==> src/rtl/spike_rate_decoder.sv <==
// Spike train decoder: windowed spike-rate measurement behind a valid/ready
// holding register, plus an inter-spike-interval tracker emitting one-cycle pulses.
module spike_rate_decoder #(
    parameter int RATE_W = 6,
    parameter int ISI_W  = 8,
    parameter int WIN_W  = 8
) (
    input  logic              clk,
    input  logic              reset,
    input  logic              spike,
    input  logic              enable,
    input  logic [WIN_W-1:0]  window_len,
    input  logic              out_ready,
    output logic [RATE_W-1:0] out_rate,
    output logic              out_valid,
    output logic              out_sat,
    output logic              overrun,
    output logic [ISI_W-1:0]  isi,
    output logic              isi_valid
);

    typedef enum logic {IDLE, COUNT} state_t;

    localparam logic [WIN_W:0]    IDX_ONE  = 1;
    localparam logic [RATE_W-1:0] RATE_MAX = '1;
    localparam logic [ISI_W-1:0]  ISI_MAX  = '1;
    localparam logic [ISI_W-1:0]  ISI_ONE  = 1;

    state_t             state, state_next;
    logic [WIN_W:0]     win_len, idx, win_len_in;
    logic [RATE_W-1:0]  cnt, sum_sat;
    logic [RATE_W:0]    sum;
    logic               cnt_ovf;
    logic               start, sample, last;
    logic [ISI_W-1:0]   gap, gap_inc;
    logic               have_prior;

    // A zero window length stands for the full 2^WIN_W cycles.
    assign win_len_in = (window_len == '0) ? {1'b1, {WIN_W{1'b0}}} : {1'b0, window_len};

    assign sum     = {1'b0, cnt} + {{RATE_W{1'b0}}, spike};
    assign sum_sat = sum[RATE_W] ? RATE_MAX : sum[RATE_W-1:0];
    assign gap_inc = (gap == ISI_MAX) ? ISI_MAX : gap + ISI_ONE;

    always_ff @(posedge clk) begin
        if (reset) state <= IDLE;
        else       state <= state_next;
    end

    always_comb begin
        state_next = state;
        start      = 1'b0;
        sample     = 1'b0;
        last       = 1'b0;
        case (state)
            IDLE: begin
                if (enable) begin
                    state_next = COUNT;
                    start      = 1'b1;
                end
            end
            COUNT: begin
                if (!enable) begin
                    state_next = IDLE;
                end else begin
                    sample = 1'b1;
                    last   = (idx == win_len - IDX_ONE);
                end
            end
            default: state_next = IDLE;
        endcase
    end

    // cnt_ovf remembers that cnt pinned at max earlier in the window.
    always_ff @(posedge clk) begin
        if (reset) begin
            win_len <= '0;
            idx     <= '0;
            cnt     <= '0;
            cnt_ovf <= 1'b0;
        end else if (start || last) begin
            win_len <= win_len_in;
            idx     <= '0;
            cnt     <= '0;
            cnt_ovf <= 1'b0;
        end else if (sample) begin
            idx     <= idx + IDX_ONE;
            cnt     <= sum_sat;
            cnt_ovf <= cnt_ovf | sum[RATE_W];
        end
    end

    always_ff @(posedge clk) begin
        if (reset) begin
            out_rate  <= '0;
            out_sat   <= 1'b0;
            out_valid <= 1'b0;
            overrun   <= 1'b0;
        end else if (last) begin
            out_rate  <= sum_sat;
            out_sat   <= cnt_ovf | sum[RATE_W];
            out_valid <= 1'b1;
            if (out_valid && !out_ready) overrun <= 1'b1;
        end else if (out_valid && out_ready) begin
            out_valid <= 1'b0;
        end
    end

    always_ff @(posedge clk) begin
        if (reset) begin
            gap        <= '0;
            have_prior <= 1'b0;
            isi        <= '0;
            isi_valid  <= 1'b0;
        end else begin
            isi_valid <= 1'b0;
            if (!enable) begin
                gap        <= '0;
                have_prior <= 1'b0;
            end else if (spike) begin
                if (have_prior) begin
                    isi       <= gap_inc;
                    isi_valid <= 1'b1;
                end
                gap        <= '0;
                have_prior <= 1'b1;
            end else begin
                gap <= gap_inc;
            end
        end
    end

endmodule

==> config.mk <==
export PLATFORM = sky130hd
export DESIGN_NAME = spike_rate_decoder
export DESIGN_NICKNAME = d
export VERILOG_FILES = /design/src/rtl/spike_rate_decoder.sv
export SDC_FILE = /design/constraint.sdc
export NUM_CORES = 1
export LEC_CHECK = 0
export CORE_MARGIN = 4
export CORE_UTILIZATION = 55
export DETAILED_ROUTE_END_ITERATION = 12
export PLACE_DENSITY = 0.79
export SYNTH_ARGS = -nofsm -noshare
export SYNTH_HDL_FRONTEND = slang
export SYNTH_SLANG_ARGS = --single-unit
==> constraint.sdc <==
create_clock -name clk -period 2.7 [get_ports clk]
set_input_delay 0.675 -clock clk [delete_from_list [all_inputs] [get_ports clk]]
set_output_delay 0.675 -clock clk [all_outputs]
set_load 0.005 [all_outputs]
==> results.tsv <==
stage	metric	value	unit
outcome	outcome	complete, no violations	
detailed_routing	Vias/cell	5.799	
layout	Reg area	0.001061	mm²
worst_setup_path	slowest cell on the critical path	dfxtp_1	
worst_hold_path	worst hold path cell count	2	
yosys	Post-Syn Area per Cell	8.705	µm²
layout	post-route cell area	0.003103	mm²
sta	minimum clock period after layout	2409	ps
detailed_routing	Vias	2221	
worst_setup_path	WP data required	2890	ps
worst_setup_path	CP startpoint	win_len[0]$_SDFFE_PP0P_	
worst_setup_path	reg2reg start	win_len[0]$_SDFFE_PP0P_	
sta	period utilisation layout	0.8924	
worst_setup_path	buffers and inverters on the worst path	2	
clock_network	worst skew pair latency	300	ps
global_routing	first-pass GRT wire length	9.660	mm
worst_setup_path	CP delay by family, top	compound AO/OA/AOI/OAI gates	
yosys	part of the Yosys area used for sequential elements	0.4009	
power_and_ir_drop	Pwr Density	450.6	mW/mm²
yosys	count of distinct cell types in the synthesized netlist	48	
die	area of the core	0.004504	mm²
worst_hold_path	HP Start	overrun$_SDFFE_PP0P_	
global_routing	vias in the first global route	2113	
sta	final hold viol count	0	
clock_network	clock root buffer	clkbuf_8	
power_and_ir_drop	worst vdd ir	0.0003676	V
worst_setup_path	Data arrival, critical path	2600	ps
worst_setup_path	CP cell instances	inv_1, ha_1, o21bai_1, a21boi_1, a211oi_2, o21ba_2, o21ai_2, buf_12, a2111oi_1	
yosys	synthesized net count	322	
yosys	ys async rst share	0	
sta	TNS Setup	0	ps
detailed_routing	DR iter-0 viols	135	
sta	Worst-Margin Slew	496.8	ps
layout	Antenna diodes	0	
placed_design	final RePlAce weighted congestion	0.8264	
placed_design	count of buffers from port buffering	30	
clock_network	Clock Tree Buf Depth	2	
worst_setup_path	FF-to-FF path depth	9	
global_routing	initial antenna violation count	0	
layout	Layout fillers	381	
yosys	YS warnings	0	
sta	Pins Over Slew Limit	0	
global_routing	GRT Util Overall	0.1947	
sta	Slew HR	0.6678	
sta	final setup vio count	0	
detailed_routing	post-DR wirelength/cell	14.56	µm
detailed_routing	post-route ant nets	0	
worst_setup_path	Crit Path Class	reg2reg	
placed_design	post-DP HPWL	4.110	mm
die	Chip Width	77.37	µm
layout	footprint of the multi-input gates	0.001484	mm²
flow_run	maxcap violations	0	
sta	Final Skew	6.500	ps
sta	RSZ-0062 raised after global routing	false	
yosys	Synth Register Bits	53	
layout	Area Growth Syn to Fin	17.26	%
sta	fmax	415.0	MHz
die	die area	0.005985	mm²
detailed_routing	drt drc	0	
layout	layout cell share with drive strength beyond 1	0.08459	
die	# rows	24	
worst_setup_path	crit path max fanout	16	
global_routing	largest net degree at the start of global routing	27	
yosys	post-synth top area cell	dfxtp_1	
placed_design	placed cell area	0.003013	mm²
power_and_ir_drop	P_leak	1.085	nW
yosys	cells after synthesis	304	
clock_network	CTS tree	built	
clock_network	Clock Pin Slew Worst Setup and Hold Paths	90	ps
worst_hold_path	Tightest Hold Check Type	reg2reg	
die	initial core utilization	0.5875	
clock_network	post_cts resized	0	
clock_network	Num CTS Buffers	5	
layout	Final nets	349	
worst_setup_path	RR Endpoint	cnt[0]$_SDFFE_PP0P_	
clock_network	htree depth	2	
die	die height	77.37	µm
worst_setup_path	Setup crit start kind	register	
detailed_routing	TritonRoute pass-1 iters	6	
worst_setup_path	crit path capture type	register	
worst_setup_path	max incr delay on CP	390	ps
yosys	Cell Area, Synth	0.002646	mm²
yosys	top cell type's share of synthesized area	0.4009	
clock_network	Clock Sinks	53	
worst_setup_path	reg-to-reg slack, setup	290	ps
yosys	Post-synth EDFFs	0	
detailed_routing	WL final	5.575	mm
worst_hold_path	Hold Path Sink	overrun$_SDFFE_PP0P_	
yosys	Main synth FF type	dfxtp_1	
global_routing	grt total ovfl	0	
yosys	Synth area leaders	dfxtp_1 (40%), a21oi_1 (5.1%), nor2_1 (4.1%), nand3_1 (4.0%), xnor2_1 (4.0%)	
die	IO Count	31	
clock_network	Post-CTS Setup Bufs	0	
clock_network	CTS Hold Buffers Added	0	
==> how the worst max path moves through the flow <==
stage	slack (ps)	to	cells after the start
floorplan	500	win_len[0]$_SDFFE_PP0P_	11
global route	150	out_rate[2]$_SDFFE_PP0P_	8
detailed placement	90	out_sat$_SDFFE_PP0P_	7
global placement	190	out_rate[3]$_SDFFE_PP0P_	7
finish	290	cnt[0]$_SDFFE_PP0P_	9
CTS	320	cnt[0]$_SDFFE_PP0P_	9
==> cells in the final DEF, fill, tap and decap left out, types with 6 or more instances in the layout <==
master           instances
a311oi_1                 9
nand4_1                  7
clkbuf_8                 6
xor2_1                  10
nor3_1                  17
nand3_1                 21
buf_4                    9
clkdlybuf4s50_1         30
nor2_1                  29
nand2_1                  9
xnor2_1                 12
o211ai_1                10
dfxtp_1                 53
a21oi_1                 27
mux2i_1                  6
nand2b_1                13
==> registers in the layout (all words and copies together) (netlist names) <==
| register | cells |
|---|---|
| have_prior | 1 |
| state | 1 |
| win_len | 9 |
| out_rate | 6 |
| cnt | 6 |
| cnt_ovf | 1 |
| isi | 8 |
| isi_valid | 1 |
| overrun | 1 |
| out_valid | 1 |
| out_sat | 1 |
| idx | 9 |
| gap | 8 |
==> power by group <==
group | total (mW) | switching [mW] | leakage (nW) | internal (mW)
registers | 0.801 | 0.0109 | 0.428 | 0.790
clock network | 0.442 | 0.239 | 0.0433 | 0.203
logic | 0.155 | 0.0871 | 0.614 | 0.0681
==> cell usage after synthesis, drive strengths merged (2+ instances only) <==
library cell,number
mux2i,6
o21ai,4
dfxtp,53
a311oi,9
nand3,22
a31oi,4
and4,3
buf,5
inv,4
ha,5
and2,4
nand4,7
and3,5
xor2,10
nor2b,3
o211ai,10
a21oi,27
a2111oi,2
a21o,4
nand2,9
nor4,4
nand2b,13
clkbuf,15
a211oi,5
nor2,29
xnor2,13
o21bai,2
nor3,17
==> layer usage <==
metal  GRT usage  vias up  wire, µm  part of all wire
li1            -     1161         -                 -
met1      0.2536     1010      2665              0.48
met2      0.3290       46      2616              0.47
met3     0.04514        4       249             0.045
met4     0.04448        0        43            0.0077
met5           0        -         0                 0
==> final cells by class <==
class                   count  share of cell area
clock inverters             1            0.002419
inverters                   4            0.004839
flip-flops and latches     53              0.3419
repair buffers             40              0.1250
well taps                  52             0.02097
multi-input cells         227              0.4782
clock buffers               6             0.02661
==> tightest hold or removal path: cells and delay by family (launching register included) <==
family	cells	cell delay, ps
flip-flops	1	340
AND/OR/NAND/NOR	1	60
AO/OA/AOI/OAI	1	50
==> metrics by stage <==
step / setup WS [ps] / instances / utilization / power [mW] / hold slack, ps
2_1_floorplan: 502.0 / 304 / - / 0.9172 / 455.9
3_3_place_gp: 185.6 / 376 / 0.6689 / 0.9689 / 445.9
4_1_cts: 322.0 / 383 / 0.6889 / 1.410 / 480.1
3_5_place_dp: 91.70 / 376 / 0.6689 / 0.9718 / 459.1
5_1_grt: 146.2 / 383 / 0.6889 / 1.463 / 499.5
6_report: 290.6 / 383 / 0.6889 / 1.398 / 472.9
==> kinds of logic (layout without fill, tap and decap cells) <==
logic type | Yosys count | count (layout) | synth area share
XOR/XNOR | 23 | 23 | 0.07896
AND/OR/NAND/NOR | 119 | 119 | 0.2388
flip-flops | 53 | 53 | 0.4009
adder cells (fa/ha/maj) | 5 | 5 | 0.02364
AO/OA/AOI/OAI | 74 | 74 | 0.1967
buffers and inverters | 24 | 51 | 0.03829
multiplexers | 6 | 6 | 0.02270
Power figures use the tool's default switching activity.
